`config.mk`:
```
export PLATFORM = sky130hd
export DESIGN_NAME = os_tile_sequencer_flat
export DESIGN_NICKNAME = d
export VERILOG_FILES = /design/src/rtl/os_tile_sequencer_if.sv /design/src/rtl/os_tile_sequencer.sv /design/src/flat_wrapper.sv
export SDC_FILE = /design/constraint.sdc
export NUM_CORES = 1
export LEC_CHECK = 0
export CORE_MARGIN = 2
export CORE_UTILIZATION = 30
export CTS_CLUSTER_DIAMETER = 150
export DETAILED_ROUTE_END_ITERATION = 10
export DONT_BUFFER_PORTS = 1
export PLACE_DENSITY = 0.54
export SYNTH_ARGS = -nofsm -noshare
export SYNTH_HDL_FRONTEND = slang
export SYNTH_SLANG_ARGS = --single-unit
```
`constraint.sdc`:
```
create_clock -name clk -period 4.7 [get_ports clk]
set_input_delay 1.175 -clock clk [delete_from_list [all_inputs] [get_ports clk]]
set_output_delay 1.175 -clock clk [all_outputs]
set_load 0.03 [all_outputs]
```
`src/rtl/os_tile_sequencer_if.sv`:
```
// Host-to-sequencer bundle: tile command in, array/buffer controls out.
// Latency: none (wires only).
// Backpressure: start is only honoured while busy is low; no other flow control.
//
// master: host/command decoder side (drives start + cfg, observes status/controls)
// slave : sequencer side (receives start + cfg, drives status/controls)
interface os_tile_sequencer_if #(
  parameter int ARRAY_N    = 16,
  parameter int ARRAY_M    = 16,
  parameter int ADDR_WIDTH = 10,
  parameter int CNT_WIDTH  = 32
);
  localparam int RW = $clog2(ARRAY_N) + 1;
  localparam int CW = $clog2(ARRAY_M) + 1;

  // command
  logic                  start;
  logic [CNT_WIDTH-1:0]  cfg_k;
  logic [RW-1:0]         cfg_num_rows;
  logic [CW-1:0]         cfg_num_cols;
  logic [ADDR_WIDTH-1:0] cfg_a_base;
  logic [ADDR_WIDTH-1:0] cfg_w_base;
  logic [ADDR_WIDTH-1:0] cfg_o_base;

  // status
  logic                  busy;
  logic                  done;
  logic                  err;

  // systolic_system controls
  logic                  mode;
  logic                  a_buf_on;
  logic                  w_buf_on;
  logic [ADDR_WIDTH-1:0] a_base_addr;
  logic [ADDR_WIDTH-1:0] w_base_addr;
  logic [ADDR_WIDTH-1:0] o_base_addr;
  logic [RW-1:0]         a_num_rows;
  logic [CW-1:0]         w_num_cols;
  logic [2:0]            operation_signal_in;
  logic                  o_ag_o_on;

  modport master (
    output start, cfg_k, cfg_num_rows, cfg_num_cols, cfg_a_base, cfg_w_base, cfg_o_base,
    input  busy, done, err, mode, a_buf_on, w_buf_on, a_base_addr, w_base_addr,
           o_base_addr, a_num_rows, w_num_cols, operation_signal_in, o_ag_o_on
  );

  modport slave (
    input  start, cfg_k, cfg_num_rows, cfg_num_cols, cfg_a_base, cfg_w_base, cfg_o_base,
    output busy, done, err, mode, a_buf_on, w_buf_on, a_base_addr, w_base_addr,
           o_base_addr, a_num_rows, w_num_cols, operation_signal_in, o_ag_o_on
  );
endinterface

```
`src/rtl/os_tile_sequencer.sv`:
```
// Sequences one output-stationary tile on systolic_system: FLOW, SKEW, DRAIN, STORE, DONE.
// Latency: controls registered, first phase outputs one cycle after start is sampled.
// Backpressure: start accepted only in IDLE; start while busy is dropped silently.
//
// Ports: clk (rising edge), reset (async, active low), bus (os_tile_sequencer_if.slave):
//   start/cfg_* in; busy/done/err status and buffer/op/aggregation controls out.
module os_tile_sequencer #(
  parameter int ARRAY_N    = 16,
  parameter int ARRAY_M    = 16,
  parameter int ADDR_WIDTH = 10,
  parameter int CNT_WIDTH  = 32
) (
  input  logic                clk,
  input  logic                reset,
  os_tile_sequencer_if.slave  bus
);
  localparam int RW = $clog2(ARRAY_N) + 1;
  localparam int CW = $clog2(ARRAY_M) + 1;
  localparam logic [RW-1:0]        ROWS_MAX = RW'(ARRAY_N);
  localparam logic [CW-1:0]        COLS_MAX = CW'(ARRAY_M);
  localparam logic [CNT_WIDTH-1:0] CNT_ONE  = CNT_WIDTH'(1);
  localparam logic [CNT_WIDTH-1:0] N_EXT    = CNT_WIDTH'(ARRAY_N);

  localparam logic [2:0] OP_IDLE  = 3'b000;
  localparam logic [2:0] OP_FLOW  = 3'b100;
  localparam logic [2:0] OP_DRAIN = 3'b110;

  typedef enum logic [2:0] {
    S_IDLE, S_FLOW, S_SKEW, S_DRAIN, S_STORE, S_DONE
  } state_t;

  state_t                state, state_nxt;
  logic [CNT_WIDTH-1:0]  cnt, cnt_nxt;

  logic                  accept, reject;
  logic                  busy_nxt, flow_nxt, ag_nxt, done_nxt;
  logic [2:0]            op_nxt;

  logic                  busy_q, done_q, err_q, flow_q, ag_q;
  logic [2:0]            op_q;
  logic [RW-1:0]         rows_q;
  logic [CW-1:0]         cols_q;
  logic [ADDR_WIDTH-1:0] a_base_q, w_base_q, o_base_q;

  logic                  cfg_legal;
  logic [RW-1:0]         rows_sel;
  logic [CW-1:0]         cols_sel;
  logic [CNT_WIDTH-1:0]  rows_ext, cols_ext;
  logic [CNT_WIDTH-1:0]  skew_len, drain_len, store_len;

  assign cfg_legal = (bus.cfg_num_rows != '0) && (bus.cfg_num_rows <= ROWS_MAX) &&
                     (bus.cfg_num_cols != '0) && (bus.cfg_num_cols <= COLS_MAX);

  // In IDLE a K=0 start jumps straight into SKEW, so its length must come from
  // the live cfg inputs; afterwards the latched copies are used.
  assign rows_sel = (state == S_IDLE) ? bus.cfg_num_rows : rows_q;
  assign cols_sel = (state == S_IDLE) ? bus.cfg_num_cols : cols_q;

  // Phase lengths at full counter width so nothing wraps for any legal R/C.
  assign rows_ext  = {{(CNT_WIDTH-RW){1'b0}}, rows_sel};
  assign cols_ext  = {{(CNT_WIDTH-CW){1'b0}}, cols_sel};
  assign skew_len  = rows_ext + cols_ext - CNT_ONE;
  assign drain_len = (rows_ext < N_EXT) ? (N_EXT - rows_ext - CNT_ONE) : '0;
  assign store_len = rows_ext + CNT_ONE;

  // Next state, counter and next-cycle control values. The counter holds the
  // cycles left in the current phase; a phase ends on the cycle it reads 1.
  always_comb begin
    state_nxt = state;
    cnt_nxt   = cnt;
    accept    = 1'b0;
    reject    = 1'b0;
    busy_nxt  = 1'b0;
    flow_nxt  = 1'b0;
    ag_nxt    = 1'b0;
    done_nxt  = 1'b0;
    op_nxt    = OP_IDLE;

    unique case (state)
      S_IDLE: begin
        if (bus.start) begin
          if (cfg_legal) begin
            accept = 1'b1;
            if (bus.cfg_k != '0) begin
              state_nxt = S_FLOW;
              cnt_nxt   = bus.cfg_k;
            end else begin
              state_nxt = S_SKEW;
              cnt_nxt   = skew_len;
            end
          end else begin
            reject = 1'b1;
          end
        end
      end
      S_FLOW: begin
        if (cnt == CNT_ONE) begin
          state_nxt = S_SKEW;
          cnt_nxt   = skew_len;
        end else begin
          cnt_nxt = cnt - CNT_ONE;
        end
      end
      S_SKEW: begin
        if (cnt == CNT_ONE) begin
          if (drain_len != '0) begin
            state_nxt = S_DRAIN;
            cnt_nxt   = drain_len;
          end else begin
            state_nxt = S_STORE;
            cnt_nxt   = store_len;
          end
        end else begin
          cnt_nxt = cnt - CNT_ONE;
        end
      end
      S_DRAIN: begin
        if (cnt == CNT_ONE) begin
          state_nxt = S_STORE;
          cnt_nxt   = store_len;
        end else begin
          cnt_nxt = cnt - CNT_ONE;
        end
      end
      S_STORE: begin
        if (cnt == CNT_ONE) begin
          state_nxt = S_DONE;
          cnt_nxt   = '0;
        end else begin
          cnt_nxt = cnt - CNT_ONE;
        end
      end
      S_DONE: begin
        state_nxt = S_IDLE;
      end
      default: begin
        state_nxt = S_IDLE;
        cnt_nxt   = '0;
      end
    endcase

    // Controls are decoded from the state being entered so they can be
    // registered and still line up with that state's cycles.
    busy_nxt = (state_nxt != S_IDLE);
    flow_nxt = (state_nxt == S_FLOW);
    ag_nxt   = (state_nxt == S_STORE);
    done_nxt = (state_nxt == S_DONE);
    unique case (state_nxt)
      S_FLOW, S_SKEW:   op_nxt = OP_FLOW;
      S_DRAIN, S_STORE: op_nxt = OP_DRAIN;
      default:          op_nxt = OP_IDLE;
    endcase
  end

  always_ff @(posedge clk or negedge reset) begin
    if (!reset) begin
      state <= S_IDLE;
      cnt   <= '0;
    end else begin
      state <= state_nxt;
      cnt   <= cnt_nxt;
    end
  end

  always_ff @(posedge clk or negedge reset) begin
    if (!reset) begin
      busy_q   <= 1'b0;
      done_q   <= 1'b0;
      err_q    <= 1'b0;
      flow_q   <= 1'b0;
      ag_q     <= 1'b0;
      op_q     <= OP_IDLE;
      rows_q   <= '0;
      cols_q   <= '0;
      a_base_q <= '0;
      w_base_q <= '0;
      o_base_q <= '0;
    end else begin
      busy_q <= busy_nxt;
      done_q <= done_nxt;
      err_q  <= reject;
      flow_q <= flow_nxt;
      ag_q   <= ag_nxt;
      op_q   <= op_nxt;
      // Latched config only moves on acceptance, which can only happen in IDLE.
      if (accept) begin
        rows_q   <= bus.cfg_num_rows;
        cols_q   <= bus.cfg_num_cols;
        a_base_q <= bus.cfg_a_base;
        w_base_q <= bus.cfg_w_base;
        o_base_q <= bus.cfg_o_base;
      end
    end
  end

  assign bus.busy                = busy_q;
  assign bus.done                = done_q;
  assign bus.err                 = err_q;
  assign bus.mode                = busy_q;
  assign bus.a_buf_on            = flow_q;
  assign bus.w_buf_on            = flow_q;
  assign bus.operation_signal_in = op_q;
  assign bus.o_ag_o_on           = ag_q;
  assign bus.a_num_rows          = rows_q;
  assign bus.w_num_cols          = cols_q;
  assign bus.a_base_addr         = a_base_q;
  assign bus.w_base_addr         = w_base_q;
  assign bus.o_base_addr         = o_base_q;

endmodule

```
`src/flat_wrapper.sv`:
```
// flat-port wrapper written by rule: the top's interface ports become plain ports
module os_tile_sequencer_flat 
#(
  parameter int ARRAY_N    = 16,
  parameter int ARRAY_M    = 16,
  parameter int ADDR_WIDTH = 10,
  parameter int CNT_WIDTH  = 32
)
  (clk, reset, bus_start, bus_cfg_k, bus_cfg_num_rows, bus_cfg_num_cols, bus_cfg_a_base, bus_cfg_w_base, bus_cfg_o_base, bus_busy, bus_done, bus_err, bus_mode, bus_a_buf_on, bus_w_buf_on, bus_a_base_addr, bus_w_base_addr, bus_o_base_addr, bus_a_num_rows, bus_w_num_cols, bus_operation_signal_in, bus_o_ag_o_on);
  os_tile_sequencer_if #(.ARRAY_N(ARRAY_N), .ARRAY_M(ARRAY_M), .ADDR_WIDTH(ADDR_WIDTH), .CNT_WIDTH(CNT_WIDTH)) bus_i ();
  input  logic clk;
  input  logic reset;
  input wire logic [$bits(bus_i.start)-1:0] bus_start;
  input wire logic [$bits(bus_i.cfg_k)-1:0] bus_cfg_k;
  input wire logic [$bits(bus_i.cfg_num_rows)-1:0] bus_cfg_num_rows;
  input wire logic [$bits(bus_i.cfg_num_cols)-1:0] bus_cfg_num_cols;
  input wire logic [$bits(bus_i.cfg_a_base)-1:0] bus_cfg_a_base;
  input wire logic [$bits(bus_i.cfg_w_base)-1:0] bus_cfg_w_base;
  input wire logic [$bits(bus_i.cfg_o_base)-1:0] bus_cfg_o_base;
  output wire logic [$bits(bus_i.busy)-1:0] bus_busy;
  output wire logic [$bits(bus_i.done)-1:0] bus_done;
  output wire logic [$bits(bus_i.err)-1:0] bus_err;
  output wire logic [$bits(bus_i.mode)-1:0] bus_mode;
  output wire logic [$bits(bus_i.a_buf_on)-1:0] bus_a_buf_on;
  output wire logic [$bits(bus_i.w_buf_on)-1:0] bus_w_buf_on;
  output wire logic [$bits(bus_i.a_base_addr)-1:0] bus_a_base_addr;
  output wire logic [$bits(bus_i.w_base_addr)-1:0] bus_w_base_addr;
  output wire logic [$bits(bus_i.o_base_addr)-1:0] bus_o_base_addr;
  output wire logic [$bits(bus_i.a_num_rows)-1:0] bus_a_num_rows;
  output wire logic [$bits(bus_i.w_num_cols)-1:0] bus_w_num_cols;
  output wire logic [$bits(bus_i.operation_signal_in)-1:0] bus_operation_signal_in;
  output wire logic [$bits(bus_i.o_ag_o_on)-1:0] bus_o_ag_o_on;
  assign bus_i.start = bus_start;
  assign bus_i.cfg_k = bus_cfg_k;
  assign bus_i.cfg_num_rows = bus_cfg_num_rows;
  assign bus_i.cfg_num_cols = bus_cfg_num_cols;
  assign bus_i.cfg_a_base = bus_cfg_a_base;
  assign bus_i.cfg_w_base = bus_cfg_w_base;
  assign bus_i.cfg_o_base = bus_cfg_o_base;
  assign bus_busy = bus_i.busy;
  assign bus_done = bus_i.done;
  assign bus_err = bus_i.err;
  assign bus_mode = bus_i.mode;
  assign bus_a_buf_on = bus_i.a_buf_on;
  assign bus_w_buf_on = bus_i.w_buf_on;
  assign bus_a_base_addr = bus_i.a_base_addr;
  assign bus_w_base_addr = bus_i.w_base_addr;
  assign bus_o_base_addr = bus_i.o_base_addr;
  assign bus_a_num_rows = bus_i.a_num_rows;
  assign bus_w_num_cols = bus_i.w_num_cols;
  assign bus_operation_signal_in = bus_i.operation_signal_in;
  assign bus_o_ag_o_on = bus_i.o_ag_o_on;
  os_tile_sequencer #(.ARRAY_N(ARRAY_N), .ARRAY_M(ARRAY_M), .ADDR_WIDTH(ADDR_WIDTH), .CNT_WIDTH(CNT_WIDTH)) u_core (.clk(clk), .reset(reset), .bus(bus_i));
endmodule
```
==> Word level (Yosys, flattened, before mapping) <==
Cells that the tools add are included.
W data, S select, Z words.
{ "classes": {"addsub": 6, "n_lt_le_gt_ge": 3, "muxes": 28, "reduce_logical": 12, "eq_ne": 13, "bitwise_logic": 1} }
{ "op_table": {"columns": ["operator", "n"], "rows": [
  ["$mux W32", 9],
  ["$pmux W32 S6", 1],
  ["$sub A32 B1 Y32 const B", 3],
  ["$reduce_bool A32 Y1", 2],
  ["$eq A32 B1 Y1 const B", 1],
  ["$mux W3", 7],
  ["$pmux W3 S5", 1],
  ["$eq A3 B2 Y1 const B", 4],
  ["$eq A3 B3 Y1 const B", 4],
  ["$le A5 B5 Y1 const B", 2],
  ["$mux W5", 2],
  ["$reduce_bool A5 Y1", 2],
  ["$add A5 B1 Y6 const B", 1],
  ["$add A5 B5 Y6", 1],
  ["$eq A3 B1 Y1 const B", 2],
  ["$mux W1", 6],
  ["$pmux W3 S2", 1],
  ["$sub A5 B5 Y6 const A", 1],
  ["$lt A5 B5 Y1 const B", 1],
  ["$reduce_or A2 Y1", 2],
  ["$logic_and A1 B1 Y1", 3],
  ["$logic_not A3 Y1", 1],
  ["$reduce_and A3 Y1", 1],
  ["$reduce_bool A3 Y1", 1],
  ["4 further kinds", 4]
]} }
{ "totals": {"input_bits": 75, "output_inout_bits": 50, "wordCells": 76, "regBits": 83} }

==> Depth between registers and ports, before layout <==
Gate-level depths: netlist (run 1).
{ "logic_depth": {"word_depth": 12, "mapped_depth": 18, "ltp_nobuf": 16} }

==> Least setup slack after synthesis (run 1) <==
Ideal clock, no wire load.
{ "synth_path": {"path_kind": "input port to flip-flop", "from": "in bus_cfg_num_rows[2]", "to": "reg u_core.cnt[13]", "n_path_buf": 1, "cell_stages": 16, "slack_ns": -0.459, "arrival_ns": 5.020, "path_cell_list": "clkbuf_1 -> or4_1 -> o41ai_1 -> nand2_1 -> o21ai_0 -> nand3_1 -> a211o_1 -> ha_1 -> or4b_2 -> nor4_1 -> nand3b_1 -> o21ai_1 -> o21ai_0 -> nand2b_1 -> a221oi_1 -> o22ai_1"} }
{ "synth_via": {"elab_chain_cells": 8, "word_cells_on_any_way": 22, "cone_classes": "4 x add/sub; 2 x order compare; 1 x eq/ne; 9 x mux; 6 x reduce/logical"} }
{ "synth_rtl": {"columns": ["element", "line", "rtl"], "rows": [
  ["from (decl)", "flat_wrapper.sv:15", "input wire logic [$bits(bus_i.cfg_num_rows)-1:0] bus_cfg_num_rows;"],
  ["$mux W5", "os_tile_sequencer.sv:56", "assign rows_sel = (state == S_IDLE) ? bus.cfg_num_rows : rows_q;"],
  ["$sub A5 B5 Y6", "os_tile_sequencer.sv:63", "assign drain_len = (rows_ext < N_EXT) ? (N_EXT - rows_ext - CNT_ONE) : '0;"],
  ["$sub A32 B1 Y32", "os_tile_sequencer.sv:63", null],
  ["$mux W32", "os_tile_sequencer.sv:63", null],
  ["$reduce_bool A32 Y1", "os_tile_sequencer.sv:106", "if (drain_len != '0) begin"],
  ["$mux W32", "os_tile_sequencer.sv:106", null],
  ["$mux W32", "os_tile_sequencer.sv:105", "if (cnt == CNT_ONE) begin"],
  ["$pmux W32 S6", "os_tile_sequencer.sv:79", "unique case (state)"],
  ["to (signal assigned)", "os_tile_sequencer.sv:161", "cnt <= cnt_nxt;"],
  ["to (decl)", "os_tile_sequencer.sv:33", "logic [CNT_WIDTH-1:0] cnt, cnt_nxt;"]
]} }
Several ways; a longest one is shown, not always the timed one. The select of a mux whose other input is x is not followed.
A chain may end at the register's enable or synchronous reset.

==> Worst setup path in the final report (run 1) <==
{ "layout_path": {"from": "reg u_core.state[2]", "to": "reg u_core.cnt[10]"} }
{ "layout_via": {"elab_chain_cells": 9, "word_cells_on_any_way": 26, "cone_classes": "4 x add/sub; 1 x order compare; 7 x eq/ne; 10 x mux; 1 x bitwise; 3 x reduce/logical"} }
{ "layout_rtl": {"columns": ["element", "line", "rtl"], "rows": [
  ["from (decl)", "os_tile_sequencer.sv:32", "state_t state, state_nxt;"],
  ["from (signal assigned)", "os_tile_sequencer.sv:160", "state <= state_nxt;"],
  ["$logic_not A3 Y1", "os_tile_sequencer.sv:56, os_tile_sequencer.sv:57, os_tile_sequencer.sv:79", null],
  ["$mux W5", "os_tile_sequencer.sv:56", null],
  ["$sub A5 B5 Y6", "os_tile_sequencer.sv:63", null],
  ["$sub A32 B1 Y32", "os_tile_sequencer.sv:63", null],
  ["$mux W32", "os_tile_sequencer.sv:63", null],
  ["$reduce_bool A32 Y1", "os_tile_sequencer.sv:106", null],
  ["$mux W32", "os_tile_sequencer.sv:106", null],
  ["$mux W32", "os_tile_sequencer.sv:105", null],
  ["$pmux W32 S6", "os_tile_sequencer.sv:79", null]
]} }
Several ways; a longest one is shown, not always the timed one. The select of a mux whose other input is x is not followed.

==> impl_metrics.py, run 1 <==
metrics = {
    "outcome": {
        "status": "completed",
    },
    "global_route": {
        "grt_pass1_wl_um": 31300,
        "grt_overflow": 0,
        "grt_max_degree": 83,
        "antenna_found_initial": 0,
        "track_usage_pct": 20.1,
        "grt_pass1_vias": 5410,
    },
    "sta": {
        "slew_viol_final": 0,
        "fin_tns_setup_ns": 0,
        "fin_ws_ns": 0.182,
        "relSlewSlack_pct": 29.5,
        "fin_crit_sh_pct": 96.1,
        "hold_viol": 0,
        "finalSetupViolations": 0,
        "whs_ns": 0.504,
        "tightest_slew_ns": 1.06,
        "clock.fmax_mhz": 221,
        "period_minus_slack_ns": 4.52,
        "rsz0062_at_grt": "false",
        "clock-skew-final_ns": 0.0122,
    },
    "power_and_ir_drop": {
        "powerDensity_nw_per_um2": 279,
        "pwr-share-comb_pct": 11.0,
        "p_seq_share_pct": 45.7,
        "p_leak_uw": 0.00302,
        "swShare_pct": 27.2,
        "power_uw": 1820,
        "internal_power_uw": 1330,
        "vdd_drop_max_mv": 0.183,
        "switching_power_uw": 495,
        "p_clk_share_pct": 43.3,
    },
    "routing": {
        "vias": 5597,
        "routedWlPerCell_um": 20.3,
        "routed_wl_um": 19900,
        "ant_nets": 0,
        "first_pass_iters": 5,
        "vias_per_cell": 5.70,
        "drc_errors": 0,
        "drtIter0Drc": 467,
    },
    "clock_tree": {
        "clk_latency_ns": 0.36,
        "cts_buffers": 9,
        "clk_path_buf_depth": 2,
        "ctsHtreeMaxLevel": 3,
        "hold_buffers": 0,
        "cts_root_buf": "clkbuf_16",
        "clk_pin_slew_worst_paths_ns": 0.07,
        "cts_setup_buffers": 0,
        "cts_sinks": 82,
        "cts_tree": "done",
        "ctsResizeCount": 0,
    },
    "yosys": {
        "seq_area_frac_synth_pct": 35.7,
        "synth_cells": 730,
        "synthArstFlopShare_pct": 100,
        "synth_cell_types": 79,
        "yosysWarnings": 0,
        "synth_xor_area_share_pct": 4.12,
        "yosysTopAreaCell": "dfrtp_1",
        "synth_compound_area_share_pct": 20.3,
        "synth.top_cells.by_area": "dfrtp_1, nand2_1, o21ai_0",
        "synth_flop_cell": "dfrtp_1",
        "synth_top_area_share_pct": 35.7,
        "netlist_area_um2": 5740,
        "avgSynthCellArea_um2": 7.87,
        "synth-edff-count": 0,
        "yosys.area_share.simple_pct": 30.1,
        "synth_top_family_by_area": "simple AND/OR/NAND/NOR gates",
        "ys_ff_latch": 82,
        "synth_nets": 822,
        "synth-adder-area-share_pct": 3.84,
        "synthMuxAreaShare_pct": 1.46,
    },
    "floorplan": {
        "initial_core_util_pct": 30.6,
        "placementRows": 50,
        "die_h_um": 142,
        "die-area_um2": 20300,
        "die_w_um": 142,
        "ios": 125,
        "core_um2": 18800,
    },
    "worst_hold_path": {
        "worstHoldStart": "u_core.cnt[17]$_DFFE_PN0P_",
        "min_path_type": "register to register",
    },
    "flow_run": {
        "maxCapViolations": 0,
    },
    "cells_and_area": {
        "regArea_um2": 2050,
        "syn_to_final_growth_pct": 14.0,
        "num-fill-cells": 1953,
        "antenna_cells": 0,
        "drive_gt1_share_pct": 12.0,
        "multiInputGateArea_um2": 3490,
        "num-nets-final": 835,
    },
    "worst_setup_path": {
        "start_kind": "register",
        "cp.arrival_ns": 4.74,
        "cp_max_fo": 4,
        "critPathKind": "register to register",
        "r2r-start": "u_core.state[2]$_DFF_PN0_",
        "startpoint": "u_core.state[2]$_DFF_PN0_",
        "end_kind": "register",
        "required_ns": 4.92,
    },
    "place": {
        "dp.final_hpwl_um": 14600,
        "portBuffers": 0,
        "gp_congestion": 0.971,
        "pre_cts_ws_ns": -0.124,
    },
}
-- state kept, by name, indices dropped and copies added (netlist names) --
name                            count
u_core.state                        3
u_core.bus.a_base_addr             10
u_core.bus.done                     1
u_core.bus.a_buf_on                 1
u_core.bus.o_ag_o_on                1
u_core.cnt                         32
u_core.bus.busy                     1
u_core.bus.a_num_rows               5
u_core.bus.operation_signal_in      2
u_core.bus.o_base_addr             10
u_core.bus.w_num_cols               5
u_core.bus.w_base_addr             10
u_core.bus.err                      1
-- path summary, 6_finish.rpt --
check                      slack (ns)  cells past startpoint                          to
max                              0.18                     15  u_core.cnt[10]$_DFFE_PN0P_
min                              0.50                      2  u_core.cnt[17]$_DFFE_PN0P_
max reg2reg                      0.18                     15  u_core.cnt[10]$_DFFE_PN0P_
min reg2reg                      0.50                      2  u_core.cnt[17]$_DFFE_PN0P_
max in group asynchronous        4.04                      0    u_core.bus.err$_DFF_PN0_
min in group asynchronous        0.52                      0   u_core.bus.busy$_DFF_PN0_
-- power groups by stage --
stage / sequential (uW) / clock (uW) / combinational, uW
global route: 843 / 845 / 227
floorplan: 810 / 0 / 180
CTS: 830 / 807 / 199
global placement: 843 / 0 / 196
detailed placement: 843 / 0 / 198
finish: 833 / 790 / 201
-- critical path, cell delays in order, from the launching register on --
cell      delay (ns)
dfrtp_1         0.42
or3_4           0.43
mux2i_1         0.17
ha_1            0.23
or4_1           0.62
a211o_1         0.34
ha_1            0.30
or4b_2          0.65
nor4_2          0.19
nand3b_1        0.16
buf_4           0.18
a31oi_1         0.19
buf_4           0.18
nor2_1          0.04
o21ai_0         0.15
nand4_1         0.11
-- area by class of cell --
cell class | instances | share of cell area, %
clock buffer | 10 | 3.50
multi-input combinational | 588 | 53.3
sequential | 82 | 31.3
timing repair buffer | 43 | 4.93
clock inverter | 6 | 1.38
inverter | 19 | 1.09
tap | 234 | 4.47
-- cells by family (layout without fill, tap and decap cells) --
kind of cell	after synthesis	in the layout
AOI/OAI and AO/OA	176	176
adders and majority gates	17	17
muxes	8	8
and+or+nand+nor	359	359
xor gates and xnor gates	27	27
other	1	1
DFF	82	82
buffers and inverters	60	78
-- cell usage in the layout (no fill, tap or decap), types with 7 or more instances in the layout --
cell	n
nand2_1	177
dfrtp_1	82
o21ai_0	53
nor2_1	48
buf_4	43
a21oi_1	33
nand3_1	23
nor4_1	23
inv_1	18
ha_1	16
nor3_1	15
xor2_1	14
xnor2_1	13
o211ai_1	10
clkbuf_16	9
or3_1	8
nand4_1	8
o31ai_1	8
mux2i_1	7
or4_1	7
a221oi_1	7
-- cells in the mapped netlist (all sizes together) (14+ instances only) --
master,count
nor4,27
ha,16
clkbuf,30
nand3,25
xor2,14
dfrtp,82
nor3,17
nand2,177
o21ai,62
a21oi,34
nor2,49
inv,19
-- stage by stage --
stage	instance area, um^2	util (%)	cells
floorplan	5780	-	730
global placement	6220	33.2	966
detailed placement	6220	33.2	966
CTS	6540	34.9	982
global route	6550	34.9	982
finish	6550	34.9	982
-- metal layers --
metal | track usage, % | vias to the layer above | share of wire (%)
li1 | - | 2650 | -
met1 | 27.9 | 2682 | 45
met2 | 31.7 | 235 | 46
met3 | 4.34 | 30 | 7.3
met4 | 5.52 | 0 | 1.7
met5 | 0 | - | 0
(Power assumes the default switching activity.)
==> run 2: changes to the inputs <==
--- a/config.mk
+++ b/config.mk
@@ -5,12 +5,13 @@
 export SDC_FILE = /design/constraint.sdc
 export NUM_CORES = 1
 export LEC_CHECK = 0
+export ABC_AREA = 1
 export CORE_MARGIN = 2
 export CORE_UTILIZATION = 30
 export CTS_CLUSTER_DIAMETER = 150
 export DETAILED_ROUTE_END_ITERATION = 10
 export DONT_BUFFER_PORTS = 1
-export PLACE_DENSITY = 0.54
+export PLACE_DENSITY = 0.53
 export SYNTH_ARGS = -nofsm -noshare
 export SYNTH_HDL_FRONTEND = slang
 export SYNTH_SLANG_ARGS = --single-unit
==> constraint.sdc (replaced) <==
create_clock -name clk -period 4.5 [get_ports clk]
set_input_delay 1.125 -clock clk [delete_from_list [all_inputs] [get_ports clk]]
set_output_delay 1.125 -clock clk [all_outputs]
set_load 0.03 [all_outputs]
==> run 2 against run 1 <==
Effect of this change:
- wire length increased by 4.1%
- critical path type unchanged
- area after synthesis increased by 17%
- register-to-register slack improved by 0.35 ns
- first-iteration DRC count decreased by 7.3%
- critical path depth increased by 1
- sequential share of layout area decreased by 3.1 points
- clock power decreased by 2%
- utilization decreased by 1.7 points
==> impl_metrics.py, run 2 <==
metrics = {
    "sta": {
        "hold_viol": 0,
        "rsz0062_at_grt": "false",
        "finalSetupViolations": 0,
        "clock.fmax_mhz": 252,
        "whs_ns": 0.450,
        "relSlewSlack_pct": 36.1,
        "fin_tns_setup_ns": 0,
        "fin_crit_sh_pct": 88.1,
        "slew_viol_final": 0,
        "tightest_slew_ns": 0.950,
        "clock-skew-final_ns": 0.0109,
        "period_minus_slack_ns": 3.97,
    },
    "worst_hold_path": {
        "min_path_type": "primary input to asynchronous set/reset pin",
    },
    "place": {
        "gp_congestion": 0.914,
        "portBuffers": 0,
        "dp.final_hpwl_um": 15900,
    },
    "yosys": {
        "synthArstFlopShare_pct": 100,
        "yosysTopAreaCell": "dfrtp_1",
        "netlist_area_um2": 6720,
        "synth_nets": 1110,
        "synth_common_cells": "nand2_1, nor2_1, dfrtp_1, inv_1, nand3_1",
        "synth.top_cells.by_area": "dfrtp_1, nand2_1, nand3_1",
        "avgSynthCellArea_um2": 6.60,
        "synth_top_area_share_pct": 30.6,
        "synth_flop_cell": "dfrtp_1",
        "yosysMostFrequentCell": "nand2_1",
        "synthMuxAreaShare_pct": 0,
        "seq_area_frac_synth_pct": 30.6,
        "yosys.area_share.simple_pct": 45.1,
        "yosysWarnings": 0,
        "synth-adder-area-share_pct": 3.28,
        "synth_cell_types": 47,
        "synth_compound_area_share_pct": 8.14,
        "synth_cells": 1018,
        "synth_xor_area_share_pct": 4.69,
        "synth-edff-count": 0,
        "ys_ff_latch": 82,
        "synth_top_family_by_area": "simple AND/OR/NAND/NOR gates",
    },
    "routing": {
        "maxUsedRoutingLayer": "met4",
        "routed_wl_um": 20700,
        "routedWlPerCell_um": 16.1,
        "drtIter0Drc": 433,
        "drc_errors": 0,
        "ant_nets": 0,
        "met3_length_um": 1400,
        "vias_per_cell": 4.97,
        "wl_met2_um": 9570,
        "first_pass_iters": 6,
        "vias": 6403,
        "wl_met1_um": 9210,
    },
    "cells_and_area": {
        "drive_gt1_share_pct": 12.4,
        "regArea_um2": 2050,
        "multiInputGateArea_um2": 4140,
        "top_register": "u_core.cnt",
        "layout_common_cells": "nand2_1, nor2_1, dfrtp_1",
        "final_common_cell": "nand2_1",
        "largest_register_ff_count": 32,
        "antenna_cells": 0,
        "num-fill-cells": 2467,
        "num-nets-final": 1095,
        "syn_to_final_growth_pct": 8.16,
    },
    "worst_setup_path": {
        "critPathMaxStageDelay_ns": 0.46,
        "cp_max_fo": 25,
        "crit_cells": 16,
        "critPathCapture": "u_core.bus.operation_signal_in[2]$_DFF_PN0_",
        "crit_chain": "nor2_4, nand2_4, o21ai_2, inv_1, ha_1, nor2_1, o2111ai_1, ha_1, nand2_1, nand3_1, nor2_2, nand3_2, o21ai_0, a21oi_1, nor2_2, nor2_2",
        "r2r-start": "u_core.state[1]$_DFF_PN0_",
        "setup.reg_to_reg.worst_slack_ns": 0.53,
        "crit_path_frequent_cell": "nor2_2",
        "required_ns": 4.74,
        "cp.arrival_ns": 4.21,
        "start_kind": "register",
        "end_kind": "register",
        "cp_top_family": "simple AND/OR/NAND/NOR gates",
        "slowest_stage": "dfrtp_1",
        "critPathKind": "register to register",
        "reg2reg_depth": 16,
        "startpoint": "u_core.state[1]$_DFF_PN0_",
        "rr_endpoint": "u_core.bus.operation_signal_in[2]$_DFF_PN0_",
        "path_buf_inv": 1,
    },
    "global_route": {
        "grt_max_degree": 83,
        "grt_pass1_vias": 6256,
        "track_usage_pct": 18.1,
        "antenna_found_initial": 0,
        "grt_overflow": 0,
        "grt_pass1_wl_um": 34100,
    },
    "power_and_ir_drop": {
        "powerDensity_nw_per_um2": 233,
        "p_leak_uw": 0.00338,
        "vdd_drop_max_mv": 0.181,
    },
    "floorplan": {
        "placementRows": 54,
        "ios": 125,
        "initial_core_util_pct": 30.7,
        "core_um2": 21900,
        "die_h_um": 154,
        "die-area_um2": 23600,
        "die_w_um": 154,
    },
    "clock_tree": {
        "ctsResizeCount": 0,
        "cts_setup_buffers": 0,
        "clk_latency_ns": 0.36,
        "cts_tree": "done",
        "hold_buffers": 0,
        "cts_root_buf": "clkbuf_16",
        "ctsHtreeMaxLevel": 3,
        "clk_path_buf_depth": 2,
        "cts_sinks": 82,
        "cts_buffers": 9,
        "clk_pin_slew_worst_paths_ns": 0.08,
    },
    "flow_run": {
        "maxCapViolations": 0,
    },
    "outcome": {
        "status": "completed",
    },
}
run 2: layer usage:
| layer | vias to the layer above | track usage (%) |
|---|---|---|
| met5 | - | 0 |
| li1 | 3223 | - |
| met4 | 0 | 6.82 |
| met2 | 213 | 28.9 |
| met3 | 32 | 3.58 |
| met1 | 2935 | 24.4 |
run 2: where the power goes:
| group | internal, uW | switching [uW] | total (uW) | leakage, uW |
|---|---|---|---|---|
| combinational | 46.6 | 90.9 | 138 | 0.00225 |
| clock | 396 | 375 | 771 | 0.000149 |
| sequential | 748 | 35.8 | 784 | 0.000986 |
run 2: how the worst min path moves through the flow:
| stage | start | endpoint | slack (ns) | cells after the start |
|---|---|---|---|---|
| 2_1_floorplan | u_core.cnt[24]$_DFFE_PN0P_ | u_core.cnt[24]$_DFFE_PN0P_ | 0.45 | 2 |
| 3_3_place_gp | u_core.cnt[24]$_DFFE_PN0P_ | u_core.cnt[24]$_DFFE_PN0P_ | 0.46 | 2 |
| 3_5_place_dp | u_core.cnt[24]$_DFFE_PN0P_ | u_core.cnt[24]$_DFFE_PN0P_ | 0.48 | 2 |
| 4_1_cts | reset | u_core.bus.busy$_DFF_PN0_ | 0.44 | 0 |
| 5_1_grt | reset | u_core.bus.o_base_addr[5]$_DFFE_PN0P_ | 0.43 | 0 |
| 6_report | reset | u_core.bus.o_base_addr[5]$_DFFE_PN0P_ | 0.45 | 0 |
run 2: cell families after synthesis:
group                    Yosys count
buffers and inverters            125
AO/OA/AOI/OAI                     94
flip-flops                        82
adder cells (fa/ha/maj)           17
AND/OR/NAND/NOR                  663
other                              1
XOR/XNOR                          36
run 2: layout make-up:
type / count / share of cell area (%)
multi-input cells: 811 / 56.9
flip-flops and latches: 82 / 28.2
well taps: 280 / 4.82
inverters: 85 / 4.39
clock buffers: 9 / 3.10
repair buffers: 14 / 1.45
clock inverters: 7 / 1.05
run 2: worst register-to-register path, stage by stage (launching register included):
cell	delay, ns
dfrtp_1	0.46
nor2_4	0.32
nand2_4	0.29
o21ai_2	0.31
inv_1	0.16
ha_1	0.35
nor2_1	0.26
o2111ai_1	0.16
ha_1	0.29
nand2_1	0.10
nand3_1	0.10
nor2_2	0.22
nand3_2	0.17
o21ai_0	0.26
a21oi_1	0.17
nor2_2	0.18
nor2_2	0.04
run 2: per-stage QoR:
stage / power (uW) / area (um^2) / std cells / utilization, % / setup slack [ns]
2_1_floorplan: 906 / 6720 / 1018 / - / 0.784
3_3_place_gp: 934 / 6960 / 1272 / 31.8 / 0.631
3_5_place_dp: 936 / 6960 / 1272 / 31.8 / 0.573
5_1_grt: 1770 / 7260 / 1288 / 33.2 / 0.126
6_report: 1690 / 7260 / 1288 / 33.2 / 0.534
4_1_cts: 1710 / 7260 / 1288 / 33.2 / 0.528
